==> src/rtl/sobel_pkg.sv <==
// Shared types and constants for the Sobel window controller.
package sobel_pkg;

  localparam int IMG_W_MAX_DEF = 1024;
  localparam int IMG_H_MAX_DEF = 1024;
  localparam int AW = $clog2(IMG_W_MAX_DEF);
  localparam int DW = 11;

  localparam logic [DW-1:0] MIN_DIM = 11'd3;

  typedef enum logic [1:0] {
    IDLE,
    FILL,
    RUN,
    DONE
  } state_e;

endpackage

==> src/rtl/sobel_raster_cnt.sv <==
// Raster column/row counters with mod-3 line-buffer rotation.
module sobel_raster_cnt
  import sobel_pkg::*;
(
  input  logic          clk,
  input  logic          rst_n,
  input  logic          clr_i,
  input  logic          adv_i,
  input  logic [DW-1:0] width_i,
  input  logic [DW-1:0] height_i,
  output logic [DW-1:0] col_o,
  output logic [DW-1:0] row_o,
  output logic [1:0]    sel_o,
  output logic          last_col_o,
  output logic          last_px_o
);

  logic [DW-1:0] col_q, col_d;
  logic [DW-1:0] row_q, row_d;
  logic [1:0]    sel_q, sel_d;

  assign last_col_o = (col_q == width_i - 11'd1);
  assign last_px_o  = last_col_o
                   && (row_q == height_i - 11'd1);

  // The final pixel clears instead of wrapping so row never reaches height.
  always_comb begin
    col_d = col_q;
    row_d = row_q;
    sel_d = sel_q;
    if (clr_i || (adv_i && last_px_o)) begin
      col_d = '0;
      row_d = '0;
      sel_d = '0;
    end else if (adv_i) begin
      if (last_col_o) begin
        col_d = '0;
        row_d = row_q + 11'd1;
        sel_d = (sel_q == 2'd2) ? 2'd0
                                : sel_q + 2'd1;
      end else begin
        col_d = col_q + 11'd1;
      end
    end
  end

  always_ff @(posedge clk or negedge rst_n) begin
    if (!rst_n) begin
      col_q <= '0;
      row_q <= '0;
      sel_q <= '0;
    end else begin
      col_q <= col_d;
      row_q <= row_d;
      sel_q <= sel_d;
    end
  end

  assign col_o = col_q;
  assign row_o = row_q;
  assign sel_o = sel_q;

endmodule

==> src/rtl/sobel_window_ctrl.sv <==
// Frame FSM and registered line-buffer / window strobes for the Sobel core.
module sobel_window_ctrl
  import sobel_pkg::*;
#(
  parameter int IMG_W_MAX = IMG_W_MAX_DEF,
  parameter int IMG_H_MAX = IMG_H_MAX_DEF
) (
  input  logic          clk,
  input  logic          rst_n,
  input  logic          start_i,
  input  logic [DW-1:0] width_i,
  input  logic [DW-1:0] height_i,
  input  logic          done_i,
  output logic          lb_wr_en_o,
  output logic [1:0]    lb_sel_o,
  output logic [AW-1:0] lb_addr_o,
  output logic          shift_en_o,
  output logic          win_valid_o,
  output logic [DW-1:0] row_o,
  output logic [DW-1:0] col_o,
  output logic          busy_o,
  output logic          frame_done_o,
  output logic          cfg_err_o
);

  localparam logic [DW-1:0] W_MAX = DW'(IMG_W_MAX);
  localparam logic [DW-1:0] H_MAX = DW'(IMG_H_MAX);

  state_e state_q, state_d;

  logic [DW-1:0] w_q, w_d;
  logic [DW-1:0] h_q, h_d;
  logic          pix_q, pix_d;
  logic          win_q, win_d;
  logic          err_q, err_d;
  logic [1:0]    sel_q, sel_d;
  logic [DW-1:0] col_q, col_d;
  logic [DW-1:0] row_q, row_d;

  logic          size_ok;
  logic          start_ok;
  logic          accept;
  logic [DW-1:0] cnt_col;
  logic [DW-1:0] cnt_row;
  logic [1:0]    cnt_sel;
  logic          last_col;
  logic          last_px;

  assign size_ok = (width_i >= MIN_DIM)
                && (width_i <= W_MAX)
                && (height_i >= MIN_DIM)
                && (height_i <= H_MAX);

  assign start_ok = start_i && (state_q == IDLE)
                 && size_ok;
  assign accept = done_i
               && ((state_q == FILL) || (state_q == RUN));

  sobel_raster_cnt u_cnt (
    .clk        (clk),
    .rst_n      (rst_n),
    .clr_i      (start_ok),
    .adv_i      (accept),
    .width_i    (w_q),
    .height_i   (h_q),
    .col_o      (cnt_col),
    .row_o      (cnt_row),
    .sel_o      (cnt_sel),
    .last_col_o (last_col),
    .last_px_o  (last_px)
  );

  always_ff @(posedge clk or negedge rst_n) begin
    if (!rst_n) begin
      state_q <= IDLE;
    end else begin
      state_q <= state_d;
    end
  end

  always_comb begin
    state_d = state_q;
    unique case (state_q)
      IDLE: if (start_ok) state_d = FILL;
      FILL: if (accept && last_col
                && cnt_row == 11'd1) state_d = RUN;
      RUN:  if (accept && last_px) state_d = DONE;
      DONE: state_d = IDLE;
    endcase
  end

  always_comb begin
    busy_o       = (state_q == FILL)
                || (state_q == RUN);
    frame_done_o = (state_q == DONE);
  end

  // Pixel outputs describe the pixel accepted on the previous edge.
  always_comb begin
    w_d   = start_ok ? width_i : w_q;
    h_d   = start_ok ? height_i : h_q;
    err_d = start_i && (state_q == IDLE) && !size_ok;
    pix_d = accept;
    win_d = accept && (state_q == RUN)
         && (cnt_col >= 11'd2);
    sel_d = accept ? cnt_sel : sel_q;
    col_d = accept ? cnt_col : col_q;
    row_d = accept ? cnt_row : row_q;
  end

  always_ff @(posedge clk or negedge rst_n) begin
    if (!rst_n) begin
      w_q   <= '0;
      h_q   <= '0;
      err_q <= 1'b0;
      pix_q <= 1'b0;
      win_q <= 1'b0;
      sel_q <= '0;
      col_q <= '0;
      row_q <= '0;
    end else begin
      w_q   <= w_d;
      h_q   <= h_d;
      err_q <= err_d;
      pix_q <= pix_d;
      win_q <= win_d;
      sel_q <= sel_d;
      col_q <= col_d;
      row_q <= row_d;
    end
  end

  assign lb_wr_en_o  = pix_q;
  assign shift_en_o  = pix_q;
  assign win_valid_o = win_q;
  assign cfg_err_o   = err_q;
  assign lb_sel_o    = sel_q;
  assign lb_addr_o   = col_q[AW-1:0];
  assign col_o       = col_q;
  assign row_o       = row_q;

endmodule

==> config.mk <==
export PLATFORM = sky130hd
export DESIGN_NAME = sobel_window_ctrl
export DESIGN_NICKNAME = d
export VERILOG_FILES = /design/src/rtl/sobel_pkg.sv /design/src/rtl/sobel_raster_cnt.sv /design/src/rtl/sobel_window_ctrl.sv
export SDC_FILE = /design/constraint.sdc
export NUM_CORES = 1
export LEC_CHECK = 0
export BUFFER_PORTS_ARGS = -buffer_cell sky130_fd_sc_hd__buf_2
export CELL_PAD_IN_SITES_DETAIL_PLACEMENT = 1
export CELL_PAD_IN_SITES_GLOBAL_PLACEMENT = 1
export CORE_MARGIN = 5
export CORE_UTILIZATION = 35
export CTS_CLUSTER_DIAMETER = 150
export CTS_CLUSTER_SIZE = 14
export DETAILED_ROUTE_END_ITERATION = 7
export PLACE_DENSITY_LB_ADDON = 0.05
export SETUP_SLACK_MARGIN = 0.15
export SKIP_CTS_REPAIR_TIMING = 1
export SYNTH_ARGS = -nofsm -noshare
export SYNTH_HDL_FRONTEND = slang
export SYNTH_SLANG_ARGS = --single-unit
==> constraint.sdc <==
create_clock -name clk -period 3.7 [get_ports clk]
set_clock_uncertainty 0.1 [all_clocks]
set_input_delay 0.185 -clock clk [delete_from_list [all_inputs] [get_ports clk]]
set_output_delay 0.185 -clock clk [all_outputs]
set_load 0.02 [all_outputs]
==> results_dict.tcl <==
set metrics [dict create \
    outcome "complete, but fails checks" \
    violations "hold timing" \
    start_util_pct 35.5 \
    synth-main-ff-cell "dfrtp_1" \
    setup_viol 0 \
    die_w_um 120 \
    clockBufferDepth 2 \
    grt-ovfl-total 0 \
    drtAntennaViolNets 0 \
    synthArstFlopShare_pct 100 \
    power_mw 3.81 \
    holdCritPathClass "input port to flop" \
    met3_usage_pct 4.90 \
    period_needed_ns 3.25 \
    synthesis.area_mm2 0.00425 \
    tns_ns 0 \
    whs_ns -0.00739 \
    fin_crit_sh_pct 87.8 \
    htree_levels 3 \
    drv_cap 0 \
    yosysTopAreaCellShare_pct 44.2 \
    crit_path_end_kind "flop" \
    p_sw_mw 1.54 \
    grt_util_met1_pct 19.3 \
    hold_violations 2 \
    synth-seq-cells 75 \
    core_mm2 0.0120 \
    seq_power_share_pct 36.7 \
    clkPwrFrac_pct 25.0 \
    cts-root-buf "clkbuf_16" \
    die_height_um 120 \
    port_buffers 65 \
    num_rows 40 \
    grt_first_pass_wirelength_mm 19.0 \
    drive_gt1_share_pct 20.9 \
    synth_most_common_cell "nand2_1" \
    synth.distinct_cells 62 \
    grt_max_degree 76 \
    antenna_found_initial 0 \
    use_met2_pct 29.6 \
    critPathLaunchType "flop" \
    synth-edff-count 0 \
    rsz0062_at_grt "no" \
    drt-total-wl_mm 11.3 \
    synthTopCellsByArea "dfrtp_1, nand2_1, xor2_1" \
    grt_busiest_layer "met2" \
    viasPerCell 5.31 \
    p_leak_nw 2.40 \
    route.detailed.drc 0 \
    combinationalPowerShare_pct 38.3 \
    slew_violations 0 \
    yosysTopAreaCell "dfrtp_1" \
    path_clk_slew_ns 0.06 \
    gp_congestion 0.769 \
    yosysWarnings 0 \
    flow.area_growth_from_synthesis_pct 19.3 \
    drtIter0Drc 121 \
    critPathArrivalTime_ns 3.37 \
    nets 553 \
    crit_fanout 7 \
    wire_per_inst_um 17.0 \
    via_count 3548 \
    clock_latency_ns 0.35 \
    mappedNetlistNets 495 \
    cts_buffers 9 \
    drt_pass1_iterations 4 \
    critical_path_class "flop to flop" \
    fmax_mhz 308 \
    synthTopCellsByCount "nand2_1, dfrtp_1, nor2_1, clkbuf_1, xor2_1" \
    tightest_slew_ns 0.981 \
    clkSinkCount 75 \
    cts_tree "done" \
    grt.total_usage_pct 16.7 \
    cell_internal_pwr_mw 2.27 \
    synthCells 458 \
    relSlewSlack_pct 34.6 \
    powerDensity_mw_per_mm2 753 \
    die_area_mm2 0.0144 \
    dpl.hpwl_mm 7.84 \
    ir_drop_uv 288 \
    grt_pass1_vias 3730 \
    cp.required_ns 3.82 \
    diodes 0 \
    io_pins 66 \
    avgSynthCellArea_um2 9.27 \
    switching_share_pct 40.4 \
    yosysSeqAreaShare_pct 44.2 \
]
layer usage:
metal  share of wire, %  vias to the layer above  wire, um
met4                1.6                        0       182
met2                 52                       50      5910
met1                 43                     1772      4880
met3                3.2                       17       365
met5                  0                        -         0
li1                   -                     1709         -
path summary, 6_finish.rpt:
kind / start / endpoint / slack [ns] / depth (start not counted)
setup / recovery: h_q[0] / state_q[1] / 0.45 / 9
hold / removal: width_i[0] / w_q[0] / -0.007 / 3
setup reg to reg: h_q[0] / state_q[1] / 0.45 / 9
hold reg to reg: row_o[3] / row_o[3] / 0.37 / 2
max in group asynchronous: rst_n / row_o[7] / 2.42 / 2
min in group asynchronous: rst_n / w_q[6] / 0.42 / 2
kinds of logic (layout without fill, tap and decap cells):
kind of cell / Yosys count / in the layout / share of synthesized area [%]
simple gates: 202 / 202 / 23.8
buf+inv: 51 / 114 / 5.86
fa+ha+maj: 11 / 11 / 3.24
compound gates: 68 / 68 / 11.4
xor+xnor: 35 / 35 / 7.22
mux: 16 / 16 / 4.24
flops: 75 / 75 / 44.2
layout by cell type (no fill, tap or decap), drive strengths merged, types with 6 or more instances in the layout:
| cell type | synthesis | layout |
|---|---|---|
| nand2 | 96 | 96 |
| dfrtp | 75 | 75 |
| buf | 15 | 67 |
| nor2 | 22 | 22 |
| xor2 | 21 | 21 |
| dlygate4sd3 | 0 | 16 |
| mux2 | 16 | 16 |
| inv | 15 | 15 |
| a21oi | 14 | 14 |
| xnor2 | 14 | 14 |
| o21ai | 13 | 13 |
| nor4 | 12 | 12 |
| ha | 11 | 11 |
| nor3 | 10 | 10 |
| nand3 | 9 | 9 |
| clkbuf | 21 | 9 |
| a2bb2oi | 8 | 8 |
| or4 | 8 | 8 |
| nand4 | 7 | 7 |
| and3 | 6 | 6 |
cell type report:
| cell class | instances | area (um2) |
|---|---|---|
| Sequential cell | 75 | 1880 |
| Inverter | 15 | 56.3 |
| Tap cell | 147 | 184 |
| Fill cell | 1400 | 6900 |
| Clock inverter | 7 | 92.6 |
| Multi-Input combinational cell | 332 | 2130 |
| Clock buffer | 9 | 225 |
| Timing Repair Buffer | 83 | 503 |
flip-flops by register name, summed over array words and instances, names as in the netlist:
signal,cells
cfg_err_o,1
col_o,11
h_q,11
lb_sel_o,2
lb_wr_en_o,1
row_o,11
state_q,2
u_cnt.col_o,11
u_cnt.row_o,11
u_cnt.sel_o,2
w_q,11
win_valid_o,1
stage by stage:
stage               cells  setup slack [ns]  cell area (um2)  hold slack (ns)  util, %
detailed placement    636             0.488             4590            0.322     38.4
finish                668             0.453             5070         -0.00739     42.4
floorplan             458             0.982             4250           -0.211        -
global route          668             0.217             5070          0.00348     42.4
CTS                   652             0.443             4910          -0.0522     41.0
global placement      636             0.707             4590            0.319     38.4
critical path, cell delays in order, from the launching register on:
cell      delay [ns]
dfrtp_1         0.44
inv_1           0.10
ha_1            0.20
nor4b_2         0.52
a21boi_1        0.17
a211o_1         0.29
a211oi_1        0.40
nand4_1         0.15
a211oi_1        0.39
mux2_1          0.37
power by group through the flow:
stage	clock, mW	sequential [mW]	combinational, mW
finish	0.954	1.40	1.46
global route	1.02	1.45	1.64
CTS	0.983	1.40	1.48
detailed placement	0	1.42	1.47
global placement	0	1.41	1.43
floorplan	0	1.39	1.05
No activity file was read; power rests on OpenSTA's default activity.
